<file path="src/rtl/ysyx_23060042_seq.sv">
// Multi-cycle FETCH/IWAIT/DECODE/EXEC/MEM/WB sequencer with halt/error stop, retire counter and bus watchdog.
// ALU ops take 5 cycles and loads/stores 6, plus one per bus wait cycle. A wait longer than TIMEOUT+1 cycles ends in ERR.
module ysyx_23060042_seq #(
  parameter int unsigned TIMEOUT = 255
) (
  input  logic        clk,
  input  logic        rst,
  input  logic [6:0]  opcode,
  output logic        imem_req,
  input  logic        imem_rvalid,
  output logic        ir_we,
  output logic        dmem_req,
  output logic        dmem_we,
  input  logic        dmem_rvalid,
  output logic        rf_we,
  output logic        pc_we,
  output logic        halt,
  output logic        err,
  output logic [2:0]  state_o,
  output logic [31:0] inst_cnt
);

  localparam logic [15:0] WDOG_MAX = 16'(TIMEOUT);

  localparam logic [6:0] OP_LOAD   = 7'b0000011;
  localparam logic [6:0] OP_STORE  = 7'b0100011;
  localparam logic [6:0] OP_SYSTEM = 7'b1110011;
  localparam logic [6:0] OP_LUI    = 7'b0110111;
  localparam logic [6:0] OP_AUIPC  = 7'b0010111;
  localparam logic [6:0] OP_JAL    = 7'b1101111;
  localparam logic [6:0] OP_JALR   = 7'b1100111;
  localparam logic [6:0] OP_BRANCH = 7'b1100011;
  localparam logic [6:0] OP_IMM    = 7'b0010011;
  localparam logic [6:0] OP_OP     = 7'b0110011;

  typedef enum logic [2:0] {
    S_FETCH  = 3'd0,
    S_IWAIT  = 3'd1,
    S_DECODE = 3'd2,
    S_EXEC   = 3'd3,
    S_MEM    = 3'd4,
    S_WB     = 3'd5,
    S_HALT   = 3'd6,
    S_ERR    = 3'd7
  } state_t;

  state_t      state;
  state_t      state_nxt;
  logic [15:0] wdog;
  logic [15:0] wdog_nxt;

  // Instructions that retire through WB without touching data memory.
  function automatic logic is_wb_only(input logic [6:0] op);
    case (op)
      OP_LUI, OP_AUIPC, OP_JAL, OP_JALR, OP_BRANCH, OP_IMM, OP_OP: is_wb_only = 1'b1;
      default:                                                     is_wb_only = 1'b0;
    endcase
  endfunction

  function automatic logic writes_rd(input logic [6:0] op);
    writes_rd = (op != OP_STORE) && (op != OP_BRANCH);
  endfunction

  always_ff @(posedge clk) begin
    if (rst) begin
      state    <= S_FETCH;
      wdog     <= 16'd0;
      inst_cnt <= 32'd0;
    end else begin
      state <= state_nxt;
      wdog  <= wdog_nxt;
      if (state == S_WB) begin
        inst_cnt <= inst_cnt + 32'd1;
      end
    end
  end

  always_comb begin
    state_nxt = state;
    wdog_nxt  = wdog;
    imem_req  = 1'b0;
    ir_we     = 1'b0;
    dmem_req  = 1'b0;
    dmem_we   = 1'b0;
    rf_we     = 1'b0;
    pc_we     = 1'b0;
    halt      = 1'b0;
    err       = 1'b0;
    state_o   = state;

    case (state)
      S_FETCH: begin
        imem_req  = 1'b1;
        wdog_nxt  = 16'd0;
        state_nxt = S_IWAIT;
      end
      S_IWAIT: begin
        // A response on the last allowed cycle still wins over the timeout.
        if (imem_rvalid) begin
          ir_we     = 1'b1;
          state_nxt = S_DECODE;
        end else if (wdog == WDOG_MAX) begin
          state_nxt = S_ERR;
        end else begin
          wdog_nxt = wdog + 16'd1;
        end
      end
      S_DECODE: begin
        state_nxt = S_EXEC;
      end
      S_EXEC: begin
        if (opcode == OP_LOAD) begin
          dmem_req  = 1'b1;
          wdog_nxt  = 16'd0;
          state_nxt = S_MEM;
        end else if (opcode == OP_STORE) begin
          dmem_req  = 1'b1;
          dmem_we   = 1'b1;
          wdog_nxt  = 16'd0;
          state_nxt = S_MEM;
        end else if (opcode == OP_SYSTEM) begin
          state_nxt = S_HALT;
        end else if (is_wb_only(opcode)) begin
          state_nxt = S_WB;
        end else begin
          state_nxt = S_ERR;
        end
      end
      S_MEM: begin
        if (dmem_rvalid) begin
          state_nxt = S_WB;
        end else if (wdog == WDOG_MAX) begin
          state_nxt = S_ERR;
        end else begin
          wdog_nxt = wdog + 16'd1;
        end
      end
      S_WB: begin
        pc_we     = 1'b1;
        rf_we     = writes_rd(opcode);
        state_nxt = S_FETCH;
      end
      S_HALT: begin
        halt = 1'b1;
      end
      S_ERR: begin
        err = 1'b1;
      end
      default: begin
        state_nxt = S_ERR;
      end
    endcase

    // Reset silences every strobe, including ir_we's direct path from imem_rvalid.
    if (rst) begin
      imem_req = 1'b0;
      ir_we    = 1'b0;
      dmem_req = 1'b0;
      dmem_we  = 1'b0;
      rf_we    = 1'b0;
      pc_we    = 1'b0;
      halt     = 1'b0;
      err      = 1'b0;
      state_o  = 3'd0;
    end
  end

endmodule

</file>
<file path="config.mk">
export PLATFORM = sky130hd
export DESIGN_NAME = ysyx_23060042_seq
export DESIGN_NICKNAME = d
export VERILOG_FILES = /design/src/rtl/ysyx_23060042_seq.sv
export SDC_FILE = /design/constraint.sdc
export NUM_CORES = 1
export LEC_CHECK = 0
export BUFFER_PORTS_ARGS = -buffer_cell sky130_fd_sc_hd__buf_2
export CORE_UTILIZATION = 25
export CTS_CLUSTER_DIAMETER = 60
export DETAILED_ROUTE_END_ITERATION = 8
export GPL_TIMING_DRIVEN = 0
export SYNTH_ARGS = -nofsm -noshare
export SYNTH_HDL_FRONTEND = slang
export SYNTH_SLANG_ARGS = --single-unit
</file>
<file path="constraint.sdc">
create_clock -name clk -period 2.6 [get_ports clk]
set_input_delay 0.13 -clock clk [delete_from_list [all_inputs] [get_ports clk]]
set_output_delay 0.13 -clock clk [all_outputs]
set_load 0.02 [all_outputs]
</file>
# Word-level counts from Yosys, hierarchy flattened
# Cells that the tools add are included.
[word_totals] register_bits=51 latch_bits=0 mem_bits_rw=0 romBits=0 out_inout_bits=43 word_cells=74 memories=0
[op_classes] addsub=2 multipliers=0 n_div=0 n_lt_le_gt_ge=0 n_eq_ne=23 n_shift=0 mux=40 bitwise=0 reduce_logical=6
[op_table] cell="$mux W16" n=5
[op_table] cell="$pmux W16 S4" n=1
[op_table] cell="$add A32 B1 Y32 const B" n=1
[op_table] cell="$eq A7 B7 Y1 const B" n=4
[op_table] cell="$mux W1" n=25
[op_table] cell="$eq A7 B6 Y1 const B" n=3
[op_table] cell="$pmux W3 S6" n=1
[op_table] cell="$add A16 B1 Y16 const B" n=1
[op_table] cell="$eq A16 B8 Y1 const B" n=1
[op_table] cell="$eq A7 B5 Y1 const B" n=2
[op_table] cell="$eq A3 B3 Y1 const B" n=4
[op_table] cell="$mux W3" n=4
[op_table] cell="$mux W2" n=4
[op_table] cell="$eq A7 B2 Y1 const B" n=1
[op_table] cell="$ne A7 B6 Y1 const B" n=1
[op_table] cell="$ne A7 B7 Y1 const B" n=1
[op_table] cell="$reduce_or A7 Y1" n=1
[op_table] cell="$eq A3 B2 Y1 const B" n=2
[op_table] cell="$reduce_bool A6 Y1" n=1
[op_table] cell="$ne A2 B2 Y1 const B" n=2
[op_table] cell="$reduce_and A4 Y1" n=1
[op_table] cell="$reduce_bool A4 Y1" n=1
[op_table] cell="$eq A3 B1 Y1 const B" n=1
[op_table] cell="$logic_not A3 Y1" n=1
[op_table] cell="other kinds (2)" n=2

# Longest topological paths before layout
# Gate-level depths: netlist of the first run.
[depth] ltp_word=12 mapped_depth=8

# Worst setup path after synthesis of the first run
# OpenSTA, ideal clock, no wires.
[synth_timing] kind="reg-to-output" from="register state[1]" to="output port dmem_we" t_arrival_ns=1.781 path_slack_ns=0.689 path_stages_with_launch=5 path_buffers=1 cell_sequence="dfxtp_1 > buf_4 > nor2b_1 > nand2_1 > nor4_1"
[synth_between] elab_chain_len=3
[synth_rtl] element="from (decl)" line_no="47" rtl="state_t state;"
[synth_rtl] element="from (signal assigned)" line_no="70" rtl="state <= state_nxt;"
[synth_rtl] element="$eq A3 B2 Y1" line_no="91" rtl="case (state)"
[synth_rtl] element="$mux W1" line_no="91"
[synth_rtl] element="$mux W1" line_no="155" rtl="if (rst) begin"
[synth_rtl] element="to (decl)" line_no="13" rtl="output logic dmem_we,"
# No other way between the ends.

# Worst setup path in the final report of the first run
[layout_timing] from="register wdog[0]" to="register wdog[15]"
[layout_between] elab_chain_len=4 elab_cells_between_ends=6
[layout_rtl] element="from (decl)" line_no="49" rtl="logic [15:0] wdog;"
[layout_rtl] element="from (signal assigned)" line_no="71" rtl="wdog <= wdog_nxt;"
[layout_rtl] element="$add A16 B1 Y16 / $eq A16 B8 Y1 (equally long branches)"
[layout_rtl] element="$mux W16 *" line_no="102, 132"
[layout_rtl] element="$mux W16, on equally long branches" line_no="130, 99"
[layout_rtl] element="$pmux W16 S4 *" line_no="91"
# Every way passes the cells marked *; elsewhere a longest branch is shown, timed or not. The select of a mux whose other input is x is not followed.
# A chain may end at the register's enable or synchronous reset.

==> flow_summary.toml, run 1 <==
[global_route]
antenna_violations_before_repair = 0
grt_pass1_wl_um = 11100
grt_overflow = 0
grt_start_max_net_pins = 17
grt_pass1_vias = 2444
grt.total_usage_pct = 11.7

[power_and_ir_drop]
p_switching_mw = 0.381
power.share.clock_pct = 37.1
power.internal_mw = 1.14
powerDensity_mw_per_mm2 = 454
power.share.sequential_pct = 52.3
p_leak_nw = 1.24
combPwrFrac_pct = 10.6
power_switching_share_pct = 25.1
max_ir_drop_vdd_uv = 250

[sta]
report.final.setup_viol = 0
setup_repair_after_global_routing_missed_its_margin = "no"
slew_headroom_pct = 56.8
fmaxAchievable_mhz = 501
clock-skew-final_ps = 6.04
finalHoldViolCount = 0
final_period_minus_worst_setup_slack_ps = 2000
tns_ps = 0
finalWorstSetupSlack_ps = 603
final_min_period_over_clock_period_pct = 76.8
max_transition_viols_final = 0
timing_worst_slew_pin_value_ps = 647

[worst_setup_path]
endpoint_kind = "register"
critPathRequiredTime_ps = 2860
regToRegStartpoint = "wdog[0]"
register_to_register_path_depth = 7
crit_type = "register to register"
reg2reg_slack_ps = 600
setup.worst_path.start_class = "register"
r2r-end = "wdog[15]"
worst-path-max-fanout = 10
worst-endpoint-arrival_ps = 2250

[cts]
tritoncts = "done"
hold_buffers = 0
clkLatencyLatePin_ps = 300
worst_setup_hold_path_clk_slew_ps = 100
cts_buffers = 5
number_of_h_tree_levels = 2
cts.sinks = 51
clock_tree.buffer_depth = 2
cts_setup_buffers = 0
cts.root.buffer_cell = "sky130_fd_sc_hd__clkbuf_8"
cts_resized = 0

[placement]
port-buffer-count = 53
hpwlAfterDp_um = 4830
gp_congestion = 0.775
dpl_worst_slack_ps = 623

[yosys]
yosys-mux-area-fraction_pct = 0.806
instance_count_of_the_mapped_netlist = 325
synth_top_cell_area_share_pct = 36.5
ys_ff_latch = 51
asyncSetResetFlopFracSynth_pct = 0
post_synth_instance_area_mm2 = 0.00280
number_of_flops_mapped_to_enable_cells_by_yosys = 0
synth-simple-area-share_pct = 36.8
synth-compound-area-share_pct = 12.1
combinational_family_with_the_most_area_after_synthesis = "simple AND/OR/NAND/NOR gates"
netlist-cell-type-count = 58
synth.cells.most_frequent = "sky130_fd_sc_hd__dfxtp_1 (51), sky130_fd_sc_hd__nor2_1 (38), sky130_fd_sc_hd__nand2_1 (27)"
post_synth.cell_area_avg_um2 = 8.60
synthFlopType = "sky130_fd_sc_hd__dfxtp_1"
synthTopCellsByArea = "sky130_fd_sc_hd__dfxtp_1 (37%), sky130_fd_sc_hd__xnor2_1 (5.6%), sky130_fd_sc_hd__nor2_1 (5.1%)"
post-synth-top-area-cell = "sky130_fd_sc_hd__dfxtp_1"
ys_seq_area_share_pct = 36.5
synth_xor_xnor_area_share_pct = 8.15
synth-adder-area-share_pct = 0.895
synthesis.nets = 338
synth_warnings = 0
yosys.cell_count.top_type = "sky130_fd_sc_hd__dfxtp_1"

[hold_path]
min_to = "state[1]"
holdPathStages = 2
hp_start = "dmem_rvalid"
timing.hold.worst.class = "primary input to register"

[drt]
post_drt_via_cell_ratio = 4.86
routed_wire_length_per_instance_um = 12.1
drt_first_pass_iters = 4
drt.antenna.violating_nets = 0
drc_errors = 0
dr.first_iter.drc_count = 100
totalWireLength_um = 6370
routed-via-count = 2554

[floorplanning]
floorplan.initialDensity_pct = 25.7
dieHeight_um = 108
floorplan.die_area_mm2 = 0.0116
io-pin-count = 54
rows = 38
die_x_um = 108
core_mm2 = 0.0109

[layout]
n_fill_cell = 1136
num-nets-final = 398
final_layout_size_suffix_gt1_share_pct = 25.6
finish.utilization_pct = 30.8
antenna_cells = 0
syn2layout_area_growth_pct = 19.8

[run]
max-cap-violations = 0

[run_status]
outcome = "finished clean"
[placed cells by master, fill, tap and decap left out, types with 2 or more instances in the layout]
master,netlist,final
sky130_fd_sc_hd__and4_1,7,7
sky130_fd_sc_hd__and3b_1,2,2
sky130_fd_sc_hd__and2_1,3,3
sky130_fd_sc_hd__nor4b_2,2,2
sky130_fd_sc_hd__nor4_2,9,9
sky130_fd_sc_hd__nor3_4,2,2
sky130_fd_sc_hd__xnor2_1,18,18
sky130_fd_sc_hd__or4_1,4,4
sky130_fd_sc_hd__a21oi_1,25,25
sky130_fd_sc_hd__nand4_1,10,10
sky130_fd_sc_hd__buf_2,2,55
sky130_fd_sc_hd__dfxtp_1,51,51
sky130_fd_sc_hd__nor3_1,3,3
sky130_fd_sc_hd__buf_6,4,4
sky130_fd_sc_hd__nor2_1,38,38
sky130_fd_sc_hd__o21ai_1,7,7
sky130_fd_sc_hd__xor2_1,8,8
sky130_fd_sc_hd__o21ai_0,10,10
sky130_fd_sc_hd__clkbuf_1,7,7
sky130_fd_sc_hd__nand3_1,16,16
sky130_fd_sc_hd__and4_2,2,2
sky130_fd_sc_hd__and3_2,2,2
sky130_fd_sc_hd__and3_1,3,3
sky130_fd_sc_hd__buf_4,2,2
sky130_fd_sc_hd__clkbuf_8,0,5
sky130_fd_sc_hd__nand2_1,27,27
sky130_fd_sc_hd__a21o_1,2,2
sky130_fd_sc_hd__o31ai_1,4,4
sky130_fd_sc_hd__nor4_1,4,4
sky130_fd_sc_hd__ha_1,2,2
sky130_fd_sc_hd__inv_1,7,7
sky130_fd_sc_hd__nor2b_1,3,3
sky130_fd_sc_hd__or3_1,13,13
[cell families after synthesis]
kind of cell               Yosys count
and+or+nand+nor                    163
AOI/OAI and AO/OA                   57
DFF                                 51
xor gates and xnor gates            26
buffers and inverters               24
muxes                                2
adders and majority gates            2
[state kept, by name, indices dropped and copies added (netlist names)]
| signal | count |
|---|---|
| inst_cnt | 32 |
| wdog | 16 |
| state | 3 |
[stage by stage]
| step | instances | total power, mW | hold slack (ps) | instance area (um^2) |
|---|---|---|---|---|
| after global routing | 526 | 1.59 | 143 | 3350 |
| after floorplan | 325 | 0.926 | 290 | 2800 |
| after global placement | 518 | 0.973 | 433 | 3240 |
| final | 526 | 1.52 | 109 | 3350 |
| after detailed placement | 518 | 0.975 | 438 | 3240 |
| after CTS | 526 | 1.55 | 99.5 | 3350 |
[worst max-delay path by stage]
stage / start / to / slack, ps / cells after the start
2_1_floorplan: state[1] / dmem_we / 690 / 4
3_3_place_gp: wdog[0] / wdog[15] / 620 / 7
3_5_place_dp: wdog[0] / wdog[15] / 620 / 7
4_1_cts: wdog[0] / wdog[15] / 590 / 7
5_1_grt: state[0] / inst_cnt[25] / 470 / 7
6_report: wdog[0] / wdog[15] / 600 / 7
[area by class of cell]
| cell class | count | area [um^2] | share of cell area, % |
|---|---|---|---|
| multi-input combinational | 250 | 1640 | 49.1 |
| sequential | 51 | 1020 | 30.5 |
| timing repair buffer | 53 | 265 | 7.92 |
| tap | 140 | 175 | 5.23 |
| buffer | 16 | 100 | 2.99 |
| clock buffer | 5 | 68.8 | 2.06 |
| clock inverter | 3 | 43.8 | 1.31 |
| inverter | 8 | 30.0 | 0.897 |
[metal layers]
| layer | global-route usage, % | routed length (um) | vias to the layer above |
|---|---|---|---|
| met5 | 0 | 0 | - |
| met2 | 20.5 | 3180 | 43 |
| li1 | - | - | 1293 |
| met3 | 2.66 | 210 | 9 |
| met4 | 3.91 | 75 | 0 |
| met1 | 14.0 | 2900 | 1209 |
[power by group through the flow]
| stage | Sequential [mW] | Clock [mW] | Combinational (mW) |
|---|---|---|---|
| CTS | 0.795 | 0.588 | 0.162 |
| floorplan | 0.812 | 0 | 0.115 |
| global route | 0.797 | 0.612 | 0.179 |
| global placement | 0.812 | 0 | 0.160 |
| detailed placement | 0.813 | 0 | 0.162 |
| finish | 0.795 | 0.563 | 0.161 |
[worst max-delay path, stage by stage, from the launching register on]
cell and delay (ps):
sky130_fd_sc_hd__dfxtp_1 350, sky130_fd_sc_hd__ha_1 260, sky130_fd_sc_hd__and3_2 220, sky130_fd_sc_hd__and4_2 260, sky130_fd_sc_hd__o2bb2ai_2 170, sky130_fd_sc_hd__buf_6 160
sky130_fd_sc_hd__or4_1 450, sky130_fd_sc_hd__nand2_1 70
No activity file was read; power rests on OpenSTA's default activity.
==> run 2: changes to the inputs <==
Clock period 2.6 ns to 1.9 ns, I/O delays scaled along.
==> flow_summary.toml, run 2 (synthesis results as in run 1) <==
[worst_setup_path]
worst-path-max-fanout = 10
crit_type = "register to register"
r2r-end = "inst_cnt[26]"
critPathRequiredTime_ps = 2080
regToRegStartpoint = "inst_cnt[11]"
setup.worst_path.start_class = "register"
worst-endpoint-arrival_ps = 1990
reg2reg_slack_ps = 80
register_to_register_path_depth = 6
endpoint_kind = "register"

[global_route]
grt_pass1_wl_um = 11200
grt_start_max_net_pins = 17
grt_overflow = 0
grt.total_usage_pct = 11.8
antenna_violations_before_repair = 0
grt_pass1_vias = 2451

[sta]
report.final.setup_viol = 0
final_min_period_over_clock_period_pct = 95.6
max_transition_viols_final = 0
timing_worst_slew_pin_value_ps = 803
fmaxAchievable_mhz = 551
slew_headroom_pct = 46.4
clock-skew-final_ps = 8.69
final_period_minus_worst_setup_slack_ps = 1820
finalHoldViolCount = 0
finalWorstSetupSlack_ps = 84.0

[cts]
number_of_h_tree_levels = 2
hold_buffers = 0
cts_buffers = 5
cts.sinks = 51
cts.root.buffer_cell = "sky130_fd_sc_hd__clkbuf_8"
clkLatencyLatePin_ps = 310
clock_tree.buffer_depth = 2
tritoncts = "done"
worst_setup_hold_path_clk_slew_ps = 100

[layout]
area.sequential_mm2 = 0.00103
antenna_cells = 0
largest_register = "inst_cnt"
multi_input_area_mm2 = 0.00174
commonest_non_fill_non_tap_cell_in_the_layout = "sky130_fd_sc_hd__buf_2"
max_ffs_per_register = 32
finish.utilization_pct = 32.6
n_fill_cell = 1115
num-nets-final = 407
reg_top3 = "inst_cnt (32), wdog (16), state (3)"
most-common-layout-cells = "sky130_fd_sc_hd__buf_2 (55), sky130_fd_sc_hd__dfxtp_1 (45), sky130_fd_sc_hd__nor2_1 (38)"
syn2layout_area_growth_pct = 27.0
final_layout_size_suffix_gt1_share_pct = 31.4
final_area_mm2 = 0.00355

[placement]
dpl_worst_slack_ps = -76.9
hpwlAfterDp_um = 4830
gp_congestion = 0.775
post_dp_cell_area_mm2 = 0.00324
port-buffer-count = 53

[run_status]
outcome = "finished clean"

[drt]
drt.antenna.violating_nets = 0
routed-via-count = 2607
drc_errors = 0
post_drt_via_cell_ratio = 4.87
totalWireLength_um = 6590
drt_first_pass_iters = 4
dr.first_iter.drc_count = 158
routed_wire_length_per_instance_um = 12.3

[floorplanning]
rows = 38
die_x_um = 108
floorplan.initialDensity_pct = 25.7
floorplan.die_area_mm2 = 0.0116
io-pin-count = 54
core_mm2 = 0.0109
dieHeight_um = 108

[hold_path]
min_to = "state[1]"
holdPathStages = 2
timing.hold.worst.class = "primary input to register"
hp_start = "dmem_rvalid"

[power_and_ir_drop]
powerDensity_mw_per_mm2 = 595
max_ir_drop_vdd_uv = 338
power_mw = 2.11
p_leak_nw = 1.35

[run]
max-cap-violations = 0
[run 2: cell type report]
cell class	instances	area share (%)
Inverter	8	0.846
Sequential cell	51	29.1
Timing Repair Buffer	63	9.87
Tap cell	140	4.93
Buffer	15	3.21
Clock buffer	5	1.94
Multi-Input combinational cell	250	48.9
Clock inverter	3	1.23
[run 2: what timing repair did]
action,in CTS,in global routing
gates resized for setup,6,29
gates cloned,0,1
buffers inserted,2,7
pin swaps,0,8
endpoints found under the setup margin,18,32
[run 2: through the flow]
step | cells | setup TNS, ps | hold slack [ps]
2_1_floorplan | 325 | 0 | 255
3_3_place_gp | 518 | -693 | 398
3_5_place_dp | 518 | -766 | 403
4_1_cts | 528 | 0 | 64.5
5_1_grt | 535 | -2.92 | 105
6_report | 535 | 0 | 74.0
[run 2: where the power goes]
part | switching, mW | internal (mW) | total [mW] | leakage [nW]
Combinational | 0.143 | 0.103 | 0.246 | 0.882
Clock | 0.383 | 0.393 | 0.776 | 0.0581
Sequential | 0.0122 | 1.08 | 1.09 | 0.414
Total | 0.538 | 1.57 | 2.11 | 1.35
[run 2: worst max path at each step]
stage	to	startpoint	cells after the start	slack, ps
finish	inst_cnt[26]	inst_cnt[11]	6	80
global route	wdog[15]	state[2]	7	-3
CTS	inst_cnt[19]	state[0]	8	0.7
detailed placement	wdog[15]	wdog[0]	7	-80
global placement	wdog[15]	wdog[0]	7	-80
floorplan	dmem_we	state[1]	4	20
[run 2: worst max-delay path, cell delays in order, from the launching register on]
cell and delay, ps:
sky130_fd_sc_hd__dfxtp_1 420, sky130_fd_sc_hd__and4_2 310, sky130_fd_sc_hd__nand4_2 220, sky130_fd_sc_hd__buf_6 240
sky130_fd_sc_hd__nor4_2 270, sky130_fd_sc_hd__xnor2_1 160, sky130_fd_sc_hd__nor2_1 60
[run 2: layer usage]
layer	up-vias	GRT usage (%)	part of all wire [%]
li1	1306	-	-
met2	56	20.7	50
met1	1235	14.2	45
met5	-	0	0
met3	10	2.66	3.6
met4	0	3.72	1.6
